--- src/rtl/aes_pkg.sv ---
// Shared AES definitions: default MixColumns coefficient rows, FSM state
// encoding and the small GF(2^8) helpers used by the column multipliers.
package aes_pkg;

   // Row 0 of the forward matrix {02,03,01,01} and the inverse matrix
   // {0E,0B,0D,09}, one 4-bit coefficient per nibble, leftmost nibble first.
   localparam logic [15:0] FWD_ROW_DEFAULT = 16'h2311;
   localparam logic [15:0] INV_ROW_DEFAULT = 16'hEBD9;

   typedef enum logic [1:0] {
      IDLE = 2'd0,
      RUN  = 2'd1,
      DONE = 2'd2
   } mc_state_t;

   // Multiply by x modulo the AES polynomial 0x11B.
   function automatic logic [7:0] xtime(input logic [7:0] b);
      return {b[6:0], 1'b0} ^ (b[7] ? 8'h1B : 8'h00);
   endfunction

   // Multiply a byte by a 4-bit constant; all MixColumns coefficients fit
   // in four bits, so four shift/xor steps are enough.
   function automatic logic [7:0] gf_mul4(input logic [7:0] a, input logic [3:0] k);
      logic [7:0] acc;
      logic [7:0] x;
      acc = '0;
      x   = a;
      for (int i = 0; i < 4; i++) begin
         if (k[i]) acc = acc ^ x;
         x = xtime(x);
      end
      return acc;
   endfunction

   // Rotate a coefficient row right by 4*r bits, giving the row for matrix
   // row r from the row-0 base (the matrices are circulant).
   function automatic logic [15:0] row_rotr(input logic [15:0] row, input logic [1:0] r);
      logic [31:0] dbl;
      dbl = {row, row};
      return dbl[{r, 2'b00} +: 16];
   endfunction

endpackage

--- src/rtl/multiplicationcolumn.sv ---
// One output byte of MixColumns: the GF(2^8) dot product of a 4-byte column
// with a 4-nibble coefficient row. Byte 0 of the column is the top byte.
module multiplicationcolumn
   import aes_pkg::*;
(
   input  logic [31:0] column,
   input  logic [15:0] coef,
   output logic [7:0]  result
);

   // XOR of the four per-byte products.
   always_comb begin
      result = gf_mul4(column[31:24], coef[15:12])
             ^ gf_mul4(column[23:16], coef[11:8])
             ^ gf_mul4(column[15:8],  coef[7:4])
             ^ gf_mul4(column[7:0],   coef[3:0]);
   end

endmodule

--- src/rtl/mix_columns_seq.sv ---
// Sequential MixColumns / InvMixColumns: one column per cycle through four
// byte multipliers, result held in DONE until the consumer takes it.
module mix_columns_seq
   import aes_pkg::*;
#(
   parameter logic [15:0] FWD_ROW = FWD_ROW_DEFAULT,
   parameter logic [15:0] INV_ROW = INV_ROW_DEFAULT
) (
   input  logic         clk,
   input  logic         rst,
   input  logic         in_valid,
   output logic         in_ready,
   input  logic [127:0] in_state,
   input  logic         in_inverse,
   output logic         out_valid,
   input  logic         out_ready,
   output logic [127:0] out_state,
   output logic         busy
);

   mc_state_t    state_q;
   mc_state_t    state_d;
   logic [1:0]   col_q;
   logic [127:0] data_q;
   logic         inverse_q;
   logic [127:0] result_q;
   logic         accept;
   logic         run_step;
   logic [15:0]  base_row;
   logic [31:0]  cur_col;
   logic [31:0]  col_result;

   // State register; reset always wins, aborting any block in flight.
   always_ff @(posedge clk) begin
      if (rst) state_q <= IDLE;
      else     state_q <= state_d;
   end

   // Next state and handshake outputs. DONE only returns to IDLE, so a new
   // block can never be accepted in the same cycle as the output transfer.
   always_comb begin
      state_d   = state_q;
      in_ready  = 1'b0;
      out_valid = 1'b0;
      busy      = 1'b0;
      accept    = 1'b0;
      run_step  = 1'b0;
      case (state_q)
         IDLE: begin
            in_ready = 1'b1;
            if (in_valid) begin
               accept  = 1'b1;
               state_d = RUN;
            end
         end
         RUN: begin
            busy     = 1'b1;
            run_step = 1'b1;
            if (col_q == 2'd3) state_d = DONE;
         end
         DONE: begin
            busy      = 1'b1;
            out_valid = 1'b1;
            if (out_ready) state_d = IDLE;
         end
         default: state_d = IDLE;
      endcase
   end

   // Pick the column currently being processed from the latched input.
   always_comb begin
      cur_col = data_q[127:96];
      case (col_q)
         2'd1:    cur_col = data_q[95:64];
         2'd2:    cur_col = data_q[63:32];
         2'd3:    cur_col = data_q[31:0];
         default: cur_col = data_q[127:96];
      endcase
   end

   assign base_row = inverse_q ? INV_ROW : FWD_ROW;

   // One multiplier per output row; row r uses the base rotated by r nibbles.
   for (genvar r = 0; r < 4; r++) begin : g_row
      logic [15:0] row_coef;
      assign row_coef = row_rotr(base_row, 2'(r));
      multiplicationcolumn u_mul (
         .column (cur_col),
         .coef   (row_coef),
         .result (col_result[31-8*r -: 8])
      );
   end

   // Latch the input on accept, then step the column counter and write each
   // computed column into the output register. Input changes after accept
   // never reach the datapath because only the latched copy is used.
   always_ff @(posedge clk) begin
      if (rst) begin
         data_q    <= '0;
         inverse_q <= 1'b0;
         col_q     <= 2'd0;
         result_q  <= '0;
      end else begin
         if (accept) begin
            data_q    <= in_state;
            inverse_q <= in_inverse;
            col_q     <= 2'd0;
         end
         if (run_step) begin
            col_q <= col_q + 2'd1;
            for (int c = 0; c < 4; c++) begin
               if (col_q == 2'(c)) result_q[127-32*c -: 32] <= col_result;
            end
         end
      end
   end

   assign out_state = result_q;

endmodule

--- config.mk ---
export PLATFORM = sky130hd
export DESIGN_NAME = mix_columns_seq
export DESIGN_NICKNAME = d
export VERILOG_FILES = /design/src/rtl/aes_pkg.sv /design/src/rtl/multiplicationcolumn.sv /design/src/rtl/mix_columns_seq.sv
export SDC_FILE = /design/constraint.sdc
export NUM_CORES = 1
export LEC_CHECK = 0
export ABC_AREA = 0
export ABC_CLOCK_PERIOD_IN_PS = 10700
export CAP_MARGIN = 0
export CORE_UTILIZATION = 50
export CTS_CLUSTER_DIAMETER = 50
export DETAILED_ROUTE_END_ITERATION = 12
export PLACE_DENSITY = 0.78
export SYNTH_ARGS = -nofsm -noshare
export SYNTH_HDL_FRONTEND = slang
export SYNTH_SLANG_ARGS = --single-unit
--- constraint.sdc ---
create_clock -name clk -period 10.7 [get_ports clk]
set_input_delay 3.21 -clock clk [delete_from_list [all_inputs] [get_ports clk]]
set_output_delay 3.21 -clock clk [all_outputs]
set_load 0.005 [all_outputs]
After elaboration in Yosys (flattened, before gate mapping) --
Cells that the tools add are included.
Cells by class: add/subtract/negate cells 1, multiplexer cells 90, reduce and logical (&&, ||, !) cells 9, equality and inequality tests 8, bitwise logic cells 72
Operators with widths (number):
- $xor 8x8->8 | 72
- $mux 8 | 64
- $pmux 32 s3 | 1
- $mux 5 | 12
- $mux 16 | 1
- $mux 2 | 5
- $reduce_and 2->1 | 4
- $eq 2x2->1 const B | 3
- $mux 1 | 6
- $ne 2x2->1 const B | 3
- $pmux 2 s3 | 1
- $eq 2x1->1 const B | 2
- $logic_not 2->1 | 2
- $reduce_and 3->1 | 1
- $add 2x1->2 const B | 1
- $reduce_bool 2->1 | 1
- $reduce_or 2->1 | 1
Storage, ports and cells: output and inout bits 131, bits in registers 261, word-level logic and storage cells 188, input port bits 133

Depth between registers and ports, before layout --
Gate-level depths: netlist of the first run.
depth in word-level cells 13, mapped depth 14, depth with buffers taken out 10

Modules after synthesis --
A second synthesis of the first run with hierarchy kept.
Unflattened totals: cells, all modules 2575, area, all modules 18781.8 um2
By module, submodules not included:
- mix_columns_seq | cells each 1271, sequential area each 5225.0 um2, area each 10038.4 um2, instances 1
- multiplicationcolumn | cells each 326, sequential area each 0.0 um2, area each 2185.8 um2, instances 4

Worst setup path after synthesis of the first run --
No wires, ideal clock.
path kind input-to-reg, from input rst, to register result_q[107], in the netlist out_state[107], slack 6280 ps, stages on the path 5, arrival time 4283 ps, required time 10563 ps, library setup time 137 ps, path buffers 4, path through clkbuf_1 > clkbuf_1 > clkbuf_1 > clkbuf_1 > a211oi_1
RTL lines:
- start, declared | line mix_columns_seq.sv:10 | input logic rst,
- end signal, assigned by index | line mix_columns_seq.sv:112 | if (col_q == 2'(c)) result_q[127-32*c -: 32] <= col_result;
- end, declared | line mix_columns_seq.sv:26 | logic [127:0] result_q;
No word-level cell between the ends.

Worst setup path in the final report of the first run --
from register state_q[0], to output in_ready
Between the ends: word-level cells in the longest chain between the ends 2
Ends and longest elaborated chain:
- start, declared | line mix_columns_seq.sv:21 | mc_state_t state_q;
- start signal, assigned | line mix_columns_seq.sv:36 | else state_q <= state_d;
- $logic_not 2->1 | line mix_columns_seq.sv:48 | case (state_q)
- $mux 1 | line mix_columns_seq.sv:48
- end, declared | line mix_columns_seq.sv:12 | output logic in_ready,
Every way passes these cells.

==> run_results.csv, run 1 <==
group,metric,value,unit
outcome,status,"finished clean",
grt,grt_max_degree,163,
sta,final_hold_viol_count,0,
sta,worst_slew_pin_slew,1.149,ns
hold_path,min_path_type,"reg -> reg",
die,start_util,50.96,%
finish,nets,1862,
sta,fin_crit,4.970,ns
placement,gp_congestion,0.9519,
sta,post-route-period-util,46.44,%
detailed_routing,firstDrtPassIters,7,
sta,finalSetupViolCount,0,
logic_synthesis,synth_top_area_share,40.71,%
clock_tree,cts_hold_buffers,0,
clock_tree,clk_pin_slew_worst_paths,0.06,ns
worst_setup_path,cp_data_required_time,7.49,ns
grt,grt_usage,27.80,%
finish,diodes,0,
grt,overflow,0,
finish,drive_above_1_share,5.913,%
logic_synthesis,syn_nets,1663,
worst_setup_path,cp-start-kind,"flip-flop",
sta,rsz0062_at_grt,"no",
clock_tree,post_cts_resized,0,
die,die_h,162.2,um
sta,slew_headroom,23.13,%
detailed_routing,drtIter0Drc,1040,
logic_synthesis,yosysTopAreaCell,"dfxtp_1",
worst_setup_path,worstSetupEndpointType,"primary output",
grt,grt_first_pass_wirelength,57740,um
power,leakage,0.005845,uW
logic_synthesis,syn_area_per_cell,8.432,sq um
logic_synthesis,ys_seq_elements,261,
logic_synthesis,synth_edf_count,0,
logic_synthesis,synth_cell_type_count,51,
logic_synthesis,syn-cell-area,12830,sq um
clock_tree,clk_latency,0.54,ns
detailed_routing,routedWlPerCell,17.95,um
logic_synthesis,synth-main-ff-cell,"dfxtp_1",
power,power,5759,uW
flow_run,max-cap-violations,0,
worst_setup_path,critical_path.max_fanout,5,
worst_setup_path,crit_type,"reg -> out",
clock_tree,cts-root-buf,"clkbuf_16",
placement,io_buffers,263,
worst_setup_path,arrival,1.76,ns
logic_synthesis,ys_async_sr_fraction,0,%
logic_synthesis,yosys-top-cells-area,"dfxtp_1 41%, nand2_1 9.2%, xnor2_1 8.7%, a21oi_1 6.9%, xnor3_1 4.2%",
power,p_per_area,348.4,nW/um^2
clock_tree,cts_tree,"done",
power,ir_drop,0.0001879,V
detailed_routing,route.detailed.drc,0,
logic_synthesis,yosysSeqAreaShare,40.71,%
grt,grt_pass1_vias,10730,
logic_synthesis,synthTopCellsByCount,"313 x nand2_1, 261 x dfxtp_1, 178 x a21oi_1",
placement,dpl.hpwl,26470,um
die,design.core.area,25180,sq um
clock_tree,clkSinkCount,261,
logic_synthesis,syn-instance-count,1522,
clock_tree,cts_buffer_depth,3,
die,num_io_pins,264,
sta,clock_skew,0.01239,ns
finish,fillers,2048,
die,die_x,162.2,um
logic_synthesis,synth.most_common_cell,"nand2_1",
sta,fmax,201.2,MHz
die,row_count,58,
clock_tree,cts_setup_buffers,0,
detailed_routing,wirelength,37190,um
clock_tree,numCtsBuffers,27,
finish,area_delta_synth_final,28.78,%
grt,antenna_found_initial,1,
sta,tns,0,ns
detailed_routing,avgViaCountPerCell,5.626,
sta,setup_slack,5.730,ns
detailed_routing,detail-route-antenna-nets,0,
detailed_routing,vias,11660,
placement,place_ws,5.266,ns
sta,final-max-slew-violation-count,0,
clock_tree,cts_htree_levels,1,
die,die_area,26310,sq um
logic_synthesis,ys_warn_count,0,
-- registers in the layout (all words and copies together) (netlist names) --
signal / cells
out_state: 128
inverse_q: 1
data_q: 128
state_q: 2
col_q: 2
-- report_power, final --
part	internal, uW	leakage [uW]	switching, uW
registers	1130	0.00213	89.9
clock network	577	0.000465	403
logic	1470	0.00325	2090
-- worst paths after layout --
kind | from | endpoint | slack [ns] | depth (start not counted)
max reg2reg | col_q[0] | out_state[4] | 6.10 | 12
min reg2reg | out_state[64] | out_state[64] | 0.45 | 2
min | out_state[64] | out_state[64] | 0.45 | 2
max | state_q[0] | in_ready | 5.73 | 3
-- cells in the final DEF, fill, tap and decap left out, drive strengths merged, types with 16 or more instances in the layout --
master,count
o211ai,20
nand2,313
xor2,38
a21oi,182
xnor3,24
nand3,48
buf,21
a222oi,33
xnor2,130
dfxtp,261
clkbuf,34
o21ai,20
nor2,102
nor2b,26
clkdlybuf4s50,262
inv,16
a211oi,64
nand3b,40
-- cells by family (layout without fill, tap and decap cells) --
group	count (synthesis)	count (layout)	share of synthesized area, %
mux	13	13	1.141
compound gates	331	331	16.70
buf+inv	126	346	3.939
xor+xnor	193	193	16.10
simple gates	590	590	20.63
flops	261	261	40.71
fa+ha+maj	8	8	0.7800
-- worst max-delay path, cell delays in order, from the launching register on --
cell	delay, ns
dfxtp_1	0.32
inv_1	0.09
ha_1	0.28
clkdlybuf4s50_1	0.54
-- through the flow --
step                      instance area [sq um]  hold WS [ns]  std cells  utilization, %
after floorplan                           12830        0.4357       1522               -
after global placement                    15580        0.4415       2022           61.89
after detailed placement                  15580        0.4458       2022           61.89
after CTS                                 16530        0.4542       2072           65.63
after global routing                      16530        0.4648       2072           65.63
final                                     16530        0.4521       2072           65.63
-- final cells by class --
type	instances	area [sq um]	share of cell area (%)
multi-input combinational	1135	7113	43.04
sequential	261	5225	31.61
timing repair buffer	283	2784	16.84
clock buffer	34	752.0	4.550
tap	330	412.9	2.498
clock inverter	16	191.4	1.158
inverter	13	48.80	0.2953
-- per-layer routing --
layer	global-route usage (%)	vias up	share of wire, %
met3	3.779	63	7.5
li1	-	5612	-
met4	9.434	2	3.0
met1	37.11	5480	42
met2	46.14	501	47
met5	0	-	0.035
Note: power is estimated with default switching activity, not from simulation.
==> run 2, diff against run 1 <==
--- a/config.mk
+++ b/config.mk
@@ -6,12 +6,12 @@
 export NUM_CORES = 1
 export LEC_CHECK = 0
 export ABC_AREA = 0
-export ABC_CLOCK_PERIOD_IN_PS = 10700
+export ABC_CLOCK_PERIOD_IN_PS = 4000
 export CAP_MARGIN = 0
-export CORE_UTILIZATION = 50
+export CORE_UTILIZATION = 47
 export CTS_CLUSTER_DIAMETER = 50
 export DETAILED_ROUTE_END_ITERATION = 12
-export PLACE_DENSITY = 0.78
+export PLACE_DENSITY = 0.77
 export SYNTH_ARGS = -nofsm -noshare
 export SYNTH_HDL_FRONTEND = slang
 export SYNTH_SLANG_ARGS = --single-unit
==> constraint.sdc (replaced) <==
create_clock -name clk -period 4 [get_ports clk]
set_input_delay 1.2 -clock clk [delete_from_list [all_inputs] [get_ports clk]]
set_output_delay 1.2 -clock clk [all_outputs]
set_load 0.005 [all_outputs]
==> run_results.csv, run 2 (synthesis results as in run 1) <==
group,metric,value,unit
finish,seq_area,5225,sq um
power,p_per_area,944.8,nW/um^2
grt,met1_usage,36.26,%
die,design.core.area,26880,sq um
finish,multi_input_comb_area,7169,sq um
grt,grt_first_pass_wirelength,61310,um
worst_setup_path,crit_chain,"inv_1 -> ha_1 -> buf_12 -> a222oi_1 -> a21oi_1 -> xnor2_1 -> xnor3_1 -> xnor3_1 -> or3_1 -> nand3_1 -> a21oi_1",
sta,rsz0062_at_grt,"no",
placement,placed_cells,2065,
detailed_routing,wirelength,39380,um
clock_tree,clk_pin_slew_worst_paths,0.06,ns
clock_tree,clkSinkCount,261,
detailed_routing,avgViaCountPerCell,5.599,
grt,busiest_layer,"met2",
grt,antenna_found_initial,0,
hold_path,min_path_type,"reg -> reg",
die,die_h,167.2,um
detailed_routing,detail-route-antenna-nets,0,
finish,final_cell_mix,"312 x nand2_1, 262 x clkdlybuf4s50_1, 261 x dfxtp_1",
outcome,status,"finished clean",
power,leakage,0.006102,uW
grt,grt_max_degree,169,
worst_setup_path,critical_path.max_fanout,34,
clock_tree,cts_buffer_depth,3,
placement,io_buffers,263,
worst_setup_path,arrival,4.22,ns
finish,area_delta_synth_final,32.68,%
sta,final-max-slew-violation-count,0,
finish,final_common_cell,"nand2_1",
finish,nets,1898,
detailed_routing,firstDrtPassIters,7,
die,row_count,60,
sta,final_hold_viol_count,0,
clock_tree,cts_hold_buffers,0,
worst_setup_path,cp_slowest_cell,"a222oi_1",
grt,grt_pass1_vias,11260,
grt,grt_usage,27.54,%
worst_setup_path,cp_slowest_stage_delay,0.57,ns
power,ir_drop,0.0005888,V
placement,gp_congestion,0.9574,
clock_tree,cts_tree,"done",
sta,fin_crit,3.823,ns
clock_tree,cts_htree_levels,1,
sta,finalSetupViolCount,0,
placement,placed_cell_area,15930,sq um
sta,slew_headroom,39.07,%
worst_setup_path,cp_data_required_time,4.40,ns
clock_tree,numCtsBuffers,29,
finish,diodes,0,
detailed_routing,drtIter0Drc,1128,
detailed_routing,vias,11880,
clock_tree,cts-root-buf,"clkbuf_16",
worst_setup_path,critPathTopFamily,"XOR/XNOR gates",
worst_setup_path,crit_buf_inv,2,
worst_setup_path,cp-start-kind,"flip-flop",
die,start_util,47.75,%
finish,drive_above_1_share,8.371,%
worst_setup_path,crit_type,"reg -> reg",
detailed_routing,route.detailed.drc,0,
placement,dpl.hpwl,28760,um
sta,fmax,261.6,MHz
die,num_io_pins,264,
grt,grt_util_met3,3.734,%
flow_run,max-cap-violations,0,
sta,post-route-period-util,95.57,%
detailed_routing,routedWlPerCell,18.57,um
sta,tns,0,ns
finish,layout.cells.non_filler,2121,
grt,grt_util_met2,46.12,%
worst_setup_path,reg2reg_slack,0.18,ns
worst_setup_path,worstSetupEndpointType,"flip-flop",
sta,worst_slew_pin_slew,0.9139,ns
grt,overflow,0,
sta,clock_skew,0.01818,ns
finish,fillers,2283,
die,die_x,167.2,um
finish,fin_area,17030,sq um
clock_tree,clk_latency,0.56,ns
die,die_area,27970,sq um
## run 2: through the flow
step	util [%]	hold slack, ns	total power, uW	worst slack [ns]
after floorplan	-	0.4357	10140	0.6398
after global placement	59.26	0.4408	12940	0.1557
after detailed placement	59.26	0.4465	13080	0.05301
after CTS	63.09	0.4551	15920	0.03414
after global routing	63.36	0.4657	16870	0.0009766
final	63.36	0.4533	16090	0.1772
## run 2: path summary, 6_finish.rpt
check / from / to / cells after the start
max: col_q[1] / out_state[69] / 11
min: data_q[7] / data_q[7] / 2
max reg2reg: col_q[1] / out_state[69] / 11
min reg2reg: data_q[7] / data_q[7] / 2
## run 2: repair_timing
item / CTS / global route
setup buffers: 0 / 2
endpoints found under the setup margin: 0 / 53
resized for setup: 0 / 11
## run 2: per-layer routing
layer	wire (um)	share of wire, %
met4	1236	3.1
met2	18590	47
met3	2833	7.2
met1	16720	42
met5	0	0
## run 2: area by class of cell
type                            instances  area share (%)
Multi-Input combinational cell       1135           42.10
Sequential cell                       261           30.69
Clock inverter                         17           1.323
Tap cell                              341           2.506
Clock buffer                           37           4.732
Timing Repair Buffer                  317           18.36
Inverter                               13          0.2866
## run 2: power by group
group          switching (uW)  internal, uW
combinational            5800          4200
sequential                259          3020
clock                    1120          1700
## run 2: worst min-delay path: stages, from the launching register on
cell     delay, ns
dfxtp_1       0.31
nand2_1       0.05
a21oi_1       0.05
